--- src/rtl/tlp_detector.sv ---
// Byte-serial framed TLP detector placed after the 8b/10b decoder.
// Optional abort reporting (TLP_err, ERR_count) is enabled by defining TLP_DETECTOR_ERR_EN.
module tlp_detector #(
    parameter int         TLP_LEN = 20,
    parameter logic [7:0] STP_SYM = 8'hFB,
    parameter logic [7:0] END_SYM = 8'hFD
) (
    input  logic                 clk,
    input  logic                 reset,
    input  logic [7:0]           data_in,
    input  logic                 datak,
`ifdef TLP_DETECTOR_ERR_EN
    output logic                 TLP_err,
    output logic [7:0]           ERR_count,
`endif
    output logic [7:0]           TLP_count,
    output logic [8*TLP_LEN-1:0] Data_out,
    output logic                 MRd,
    output logic                 MWr,
    output logic                 IORd,
    output logic                 IOWr,
    output logic                 CfgRd0,
    output logic                 CfgWr0,
    output logic                 CfgRd1,
    output logic                 CfgWr1,
    output logic                 Cpl,
    output logic                 CplD
);

    localparam int              IDX_W    = $clog2(TLP_LEN);
    localparam logic [IDX_W-1:0] IDX_ZERO = {IDX_W{1'b0}};
    localparam logic [IDX_W-1:0] IDX_ONE  = IDX_W'(1);
    localparam logic [IDX_W-1:0] LAST_IDX = IDX_W'(TLP_LEN - 1);

    typedef enum logic [0:0] {
        ST_IDLE = 1'b0,
        ST_RECV = 1'b1
    } state_t;

    // One-hot type flag vector, bit order MRd..CplD; unknown types decode to zero.
    function automatic logic [9:0] decode_type(input logic [7:0] fmt_type);
        logic [9:0] onehot;
        onehot = 10'b00_0000_0000;
        case (fmt_type)
            8'h00:   onehot = 10'b00_0000_0001;
            8'h01:   onehot = 10'b00_0000_0010;
            8'h02:   onehot = 10'b00_0000_0100;
            8'h42:   onehot = 10'b00_0000_1000;
            8'h04:   onehot = 10'b00_0001_0000;
            8'h44:   onehot = 10'b00_0010_0000;
            8'h05:   onehot = 10'b00_0100_0000;
            8'h45:   onehot = 10'b00_1000_0000;
            8'h0A:   onehot = 10'b01_0000_0000;
            8'h4A:   onehot = 10'b10_0000_0000;
            default: onehot = 10'b00_0000_0000;
        endcase
        return onehot;
    endfunction

    state_t                        state_r, state_s;
    logic [IDX_W-1:0]              idx_r, idx_s;
    logic [TLP_LEN-2:0][7:0]       buf_r;
    logic                          wr_en_s;
    logic [IDX_W-1:0]              wr_idx_s;
    logic                          frame_ok_s;
    logic                          abort_s;
    logic                          is_stp_s;
    logic                          is_end_s;
    logic [9:0]                    flags_r;
    logic [9:0]                    flags_s;

    assign is_stp_s = datak && (data_in == STP_SYM);
    assign is_end_s = datak && (data_in == END_SYM);

    // Framing FSM: decides where the current symbol goes and whether the frame completes or aborts.
    always_comb begin
        state_s    = state_r;
        idx_s      = idx_r;
        wr_en_s    = 1'b0;
        wr_idx_s   = idx_r;
        frame_ok_s = 1'b0;
        abort_s    = 1'b0;
        case (state_r)
            ST_IDLE: begin
                if (is_stp_s) begin
                    wr_en_s  = 1'b1;
                    wr_idx_s = IDX_ZERO;
                    idx_s    = IDX_ONE;
                    state_s  = ST_RECV;
                end else begin
                    state_s = ST_IDLE;
                end
            end
            ST_RECV: begin
                // A fresh STP always restarts the frame, even in the END slot.
                if (is_stp_s) begin
                    wr_en_s  = 1'b1;
                    wr_idx_s = IDX_ZERO;
                    idx_s    = IDX_ONE;
                end else if (idx_r == LAST_IDX) begin
                    frame_ok_s = is_end_s;
                    abort_s    = !is_end_s;
                    idx_s      = IDX_ZERO;
                    state_s    = ST_IDLE;
                end else if (!datak) begin
                    wr_en_s = 1'b1;
                    idx_s   = idx_r + IDX_ONE;
                end else begin
                    abort_s = 1'b1;
                    idx_s   = IDX_ZERO;
                    state_s = ST_IDLE;
                end
            end
            default: begin
                idx_s   = IDX_ZERO;
                state_s = ST_IDLE;
            end
        endcase
    end

    assign flags_s = frame_ok_s ? decode_type(buf_r[3]) : 10'b00_0000_0000;

    // FSM state, byte index and capture buffer.
    always_ff @(posedge clk or negedge reset) begin
        if (!reset) begin
            state_r <= ST_IDLE;
            idx_r   <= IDX_ZERO;
            buf_r   <= {(8*(TLP_LEN-1)){1'b0}};
        end else begin
            state_r <= state_s;
            idx_r   <= idx_s;
            if (wr_en_s) begin
                buf_r[wr_idx_s] <= data_in;
            end
        end
    end

    // Frame outputs: snapshot, counter and type pulse all land on the END edge.
    always_ff @(posedge clk or negedge reset) begin
        if (!reset) begin
            flags_r   <= 10'b00_0000_0000;
            TLP_count <= 8'h00;
            Data_out  <= {(8*TLP_LEN){1'b0}};
        end else begin
            flags_r <= flags_s;
            if (frame_ok_s) begin
                Data_out  <= {END_SYM, buf_r};
                TLP_count <= TLP_count + 8'h01;
            end
        end
    end

    assign MRd    = flags_r[0];
    assign MWr    = flags_r[1];
    assign IORd   = flags_r[2];
    assign IOWr   = flags_r[3];
    assign CfgRd0 = flags_r[4];
    assign CfgWr0 = flags_r[5];
    assign CfgRd1 = flags_r[6];
    assign CfgWr1 = flags_r[7];
    assign Cpl    = flags_r[8];
    assign CplD   = flags_r[9];

`ifdef TLP_DETECTOR_ERR_EN
    // Abort pulse and abort counter; resyncs are not aborts.
    always_ff @(posedge clk or negedge reset) begin
        if (!reset) begin
            TLP_err   <= 1'b0;
            ERR_count <= 8'h00;
        end else begin
            TLP_err <= abort_s;
            if (abort_s) begin
                ERR_count <= ERR_count + 8'h01;
            end
        end
    end
`else
    logic unused_abort_s;
    assign unused_abort_s = abort_s;
`endif

endmodule

--- config.mk ---
export PLATFORM = sky130hd
export DESIGN_NAME = tlp_detector
export DESIGN_NICKNAME = d
export VERILOG_FILES = /design/src/rtl/tlp_detector.sv
export SDC_FILE = /design/constraint.sdc
export NUM_CORES = 1
export LEC_CHECK = 0
export ABC_AREA = 0
export CORE_AREA = 2 2 181 183
export CTS_CLUSTER_DIAMETER = 120
export DETAILED_ROUTE_END_ITERATION = 10
export DIE_AREA = 0 0 183 185
export GPL_ROUTABILITY_DRIVEN = 0
export SLEW_MARGIN = 20
export SYNTH_ARGS = -nofsm -noshare
export SYNTH_HDL_FRONTEND = slang
export SYNTH_SLANG_ARGS = --single-unit
--- constraint.sdc ---
create_clock -name clk -period 1.9 [get_ports clk]
set_input_delay 0.19 -clock clk [delete_from_list [all_inputs] [get_ports clk]]
set_output_delay 0.19 -clock clk [all_outputs]
set_load 0.02 [all_outputs]
* Yosys cells after proc, flatten, opt, wreduce, memory -nomap -nowiden *
Cells that the tools add are included.

storage, ports and cells
  output and inout port bits = 178
  flip-flop bits (word level) = 329
  logic and storage cells = 65

cells by class
  $lt $le $gt $ge = 2
  add/sub/neg operators = 2
  reductions and logical operators = 4
  bitwise gates (word level) = 1
  mux-type cells = 19
  equality and inequality tests = 13

operators by type and width
  cell                   number
  $bwmux W152            1
  $pmux W10 S10          1
  $demux W8 S5           1
  $eq A8 B7 Y1 const B   4
  $mux W5                5
  $eq A8 B3 Y1 const B   2
  $eq A8 B8 Y1 const B   2
  $mux W10               1
  $pmux W5 S2            1
  $add A8 B1 Y8 const B  1
  $eq A8 B1 Y1 const B   1
  $eq A8 B2 Y1 const B   1
  $eq A8 B4 Y1 const B   1
  $logic_not A8 Y1       1
  $mux W8                1
  $mux W1                7
  $lt A5 B6 Y1 const B   1
  $add A5 B1 Y5 const B  1
  $eq A5 B5 Y1 const B   1
  $ge A5 B1 Y1 const B   1
  $logic_and A1 B1 Y1    3
  $ne A2 B2 Y1 const B   1
  $pmux W1 S2            1
  $not A1 Y1             1

* Longest topological paths before layout *
  word-level depth = 8
  gate-level depth with buffers = 8

* Worst setup path after synthesis *
No wires, ideal clock.

  path type = register to register
  start point = reg idx_r[0]
  end point = reg Data_out[100]
  stages on the path, launching flop included = 8
  clock period less this slack = 1856 ps
  data arrival time = 1731 ps
  library setup time = 125 ps
  buffers on the path = 3
  setup slack = 44 ps
  cells stage by stage = dfrtp_1 > ha_1 > and4bb_2 > and4_1 > buf_2 > buf_6 > buf_4 > mux2_2

between the ends
  longest elaborated chain between the ends = 4

ends and longest elaborated chain
  element                   RTL line  source
  start: declaration        61        logic [IDX_W-1:0] idx_r, idx_s;
  start signal: assignment  131       idx_r <= idx_s;
  $eq A5 B5 Y1              100       end else if (idx_r == LAST_IDX) begin
  $mux W1                   100
  $mux W1                   96        if (is_stp_s) begin
  $mux W1                   83        case (state_r)
  end signal: assignment    143       Data_out <= {(8*TLP_LEN){1'b0}};
  end signal: assignment    147       Data_out <= {END_SYM, buf_r};
  end: declaration          17        output logic [8*TLP_LEN-1:0] Data_out,

Every way passes these cells.
A chain may end at the register's enable or synchronous reset.

* Worst setup path after layout *
  start point = reg idx_r[0]
  end point = reg Data_out[97]

Same word-level chain as after synthesis.

==> impl_metrics.ini <==
[status]
status = finished with violations
violations = negative setup slack

[power_and_ir_drop]
power_mw = 14.4
ir_drop_v = 0.000664
p_leak_nw = 8.32
powerDensity_nw_per_um2 = 836

[setup_path]
cp-end-kind = flop
cp_slowest_cell = dfrtp_1
timing.rr.end = Data_out[97]
crit_type = flop to flop
r2r_cells = 7
r2r-start = idx_r[0]
cp_slowest_stage_delay_ps = 360
cp_data_required_time_ps = 2290
arrival_ps = 2310
crit_fanout = 8
regToRegSetupSlack_ps = -20
start_kind = flop
cp_cell_sequence = ha_2 > and4bb_2 > and4_4 > buf_12 > buf_8 > clkbuf_16 > mux2_4

[placement]
preCtsSetupSlack_ps = -255
hpwl_mm = 17.7
io_buffers = 187

[logic_synthesis]
synth_top_area_frac = 0.650
yosysTopAreaCell = dfrtp_1
syn_area_um2 = 12700
ys_seq_elements = 329
seq_area_frac_synth = 0.650
ys_async_sr_fraction = 1.00
syn-instance-count = 783
synthFlopType = dfrtp_1
synth_common_cells = dfrtp_1, mux2_2, clkbuf_1
synth_nets = 796
ys_warn_count = 0
ys_top_cells_by_area = dfrtp_1, mux2_2, mux2_4
syn_avg_cell_area_um2 = 16.2
synth_edf_count = 0
synth.most_common_cell = dfrtp_1
yosysUniqueCellTypes = 46

[routing]
drtPass1Iterations = 4
ant_nets = 0
wl_mm = 28.3
vias_per_cell = 4.91
post-route-drc-count = 0
drt_iter0_drc = 246
num_vias = 7251
wl_per_cell_um = 19.2

[floorplanning]
die_w_um = 183
initial_core_util = 0.396
die_h_um = 185
core-area_um2 = 32000
row_count = 66
die_area_um2 = 33900
num_io_pins = 189

[final_layout]
final_util = 0.538
final_layout_size_suffix_gt1_frac = 0.445
nets = 1058
area_growth_pct = 36.0
diodes = 0

[global_route]
grt_first_pass_wirelength_mm = 43.0
grt_use_total = 0.165
use_met3 = 0.0324
antenna_found_initial = 0
grt_start_max_net_pins = 63
gr-usage-met2 = 0.258
gr-total-overflow = 0
grt_pass1_vias = 7354
grt_util_met1 = 0.238
grt-busiest-layer = met2

[clock_tree]
max-clock-path-buffers = 3
root_buffer = clkbuf_16
htreeDepth = 2
clk_pin_slew_worst_paths_ps = 60
clock_latency_ps = 510
cts_tree = yes
cts_buffers = 36
cts.sinks = 329

[timing]
finalWorstPathRequiredPeriod_ps = 1920
rsz0062_at_grt = true
skew_ps = 12.4
hold_viol = 0
hold_slack_ps = 172
drv_slew = 0
fmax_mhz = 521
worst_slack_ps = -17.7
setup_viol = 15
fin_crit_sh = 1.01

[run]
maxCapViolations = 0

[hold_path]
hold_path.class = input port to asynchronous set/reset pin
## worst max-delay path by stage
| stage | from | to |
|---|---|---|
| 6_report | idx_r[0] | Data_out[97] |
| 4_1_cts | idx_r[0] | flags_r[0] |
| 3_5_place_dp | datak | buf_r[150] |
| 2_1_floorplan | idx_r[0] | Data_out[100] |
| 5_1_grt | idx_r[0] | flags_r[0] |
| 3_3_place_gp | datak | buf_r[149] |
## timing repair
item                                   in CTS  in global routing
hold buffers                                1                  0
endpoints found under the hold margin     329                  0
setup endpoints to repair                   2                160
gates resized for setup                     2                 49
cloned                                      0                  5
buffers inserted                            0                 12
pin swaps                                   1                  6
## logic make-up (layout without fill, tap and decap cells)
| kind of cell | count (synthesis) | count (layout) | share of synthesized area |
|---|---|---|---|
| AO/OA/AOI/OAI | 10 | 10 | 0.00543 |
| XOR/XNOR | 7 | 7 | 0.00484 |
| adder cells (fa/ha/maj) | 2 | 2 | 0.00197 |
| buffers and inverters | 48 | 335 | 0.0216 |
| flip-flops | 329 | 329 | 0.650 |
| multiplexers | 306 | 306 | 0.274 |
| other | 1 | 1 | 0.000296 |
| AND/OR/NAND/NOR | 80 | 80 | 0.0421 |
## flip-flops by register name (all words and copies together) (netlist names)
name,cells
Data_out,153
buf_r,152
flags_r,10
TLP_count,8
idx_r,5
state_r,1
## placed cells by master, fill, tap and decap left out, types with 3 or more instances in the layout
master	synthesis	layout
and3_1	3	3
buf_12	0	26
buf_4	13	51
bufinv_16	0	3
clkbuf_1	19	3
clkbuf_16	0	42
clkbuf_8	0	8
clkdlybuf4s50_1	0	186
clkinv_2	0	9
dfrtp_1	329	328
mux2_2	297	254
mux2_4	8	51
nand2_1	11	11
nand2_2	3	3
nand2b_1	5	5
nand3_1	6	5
nand4_1	4	4
nor2_1	13	13
nor2_2	6	6
nor2b_1	3	3
nor3_2	3	4
o21ai_0	4	4
xnor2_1	6	6
## per-stage QoR
stage / TNS (ps) / std cells / cell area, um2
floorplan: 0 / 783 / 12700
global placement: -40720 / 1398 / 15600
detailed placement: -45240 / 1398 / 15600
CTS: -22.6 / 1462 / 16800
global route: -4040 / 1478 / 17200
finish: -158 / 1478 / 17200
## critical path, delay by kind of cell (launching register included)
| family | cells | cell delay, ps |
|---|---|---|
| simple gates | 2 | 490 |
| buf+inv | 3 | 430 |
| flops | 1 | 360 |
| mux | 1 | 300 |
| fa+ha+maj | 1 | 200 |
## routing by layer
layer | wire length, um | vias to the layer above | part of all wire
met1 | 13800 | 3769 | 0.49
met4 | 483 | 0 | 0.017
li1 | - | 3284 | -
met3 | 1140 | 41 | 0.040
met2 | 12900 | 157 | 0.46
met5 | 0 | - | 0
## power by group
| part | switching (mW) | total, mW | internal [mW] |
|---|---|---|---|
| Combinational | 0.264 | 0.362 | 0.0989 |
| Sequential | 0.0132 | 7.04 | 7.03 |
| Clock | 2.73 | 7.01 | 4.28 |
## cell type report
class / instances / area, um2
fillers: 2682 / 14800
flip-flops and latches: 329 / 8230
multi-input cells: 406 / 4350
repair buffers: 272 / 2940
clock buffers: 48 / 1050
well taps: 408 / 510
clock inverters: 15 / 159
Power figures use the tool's default switching activity.
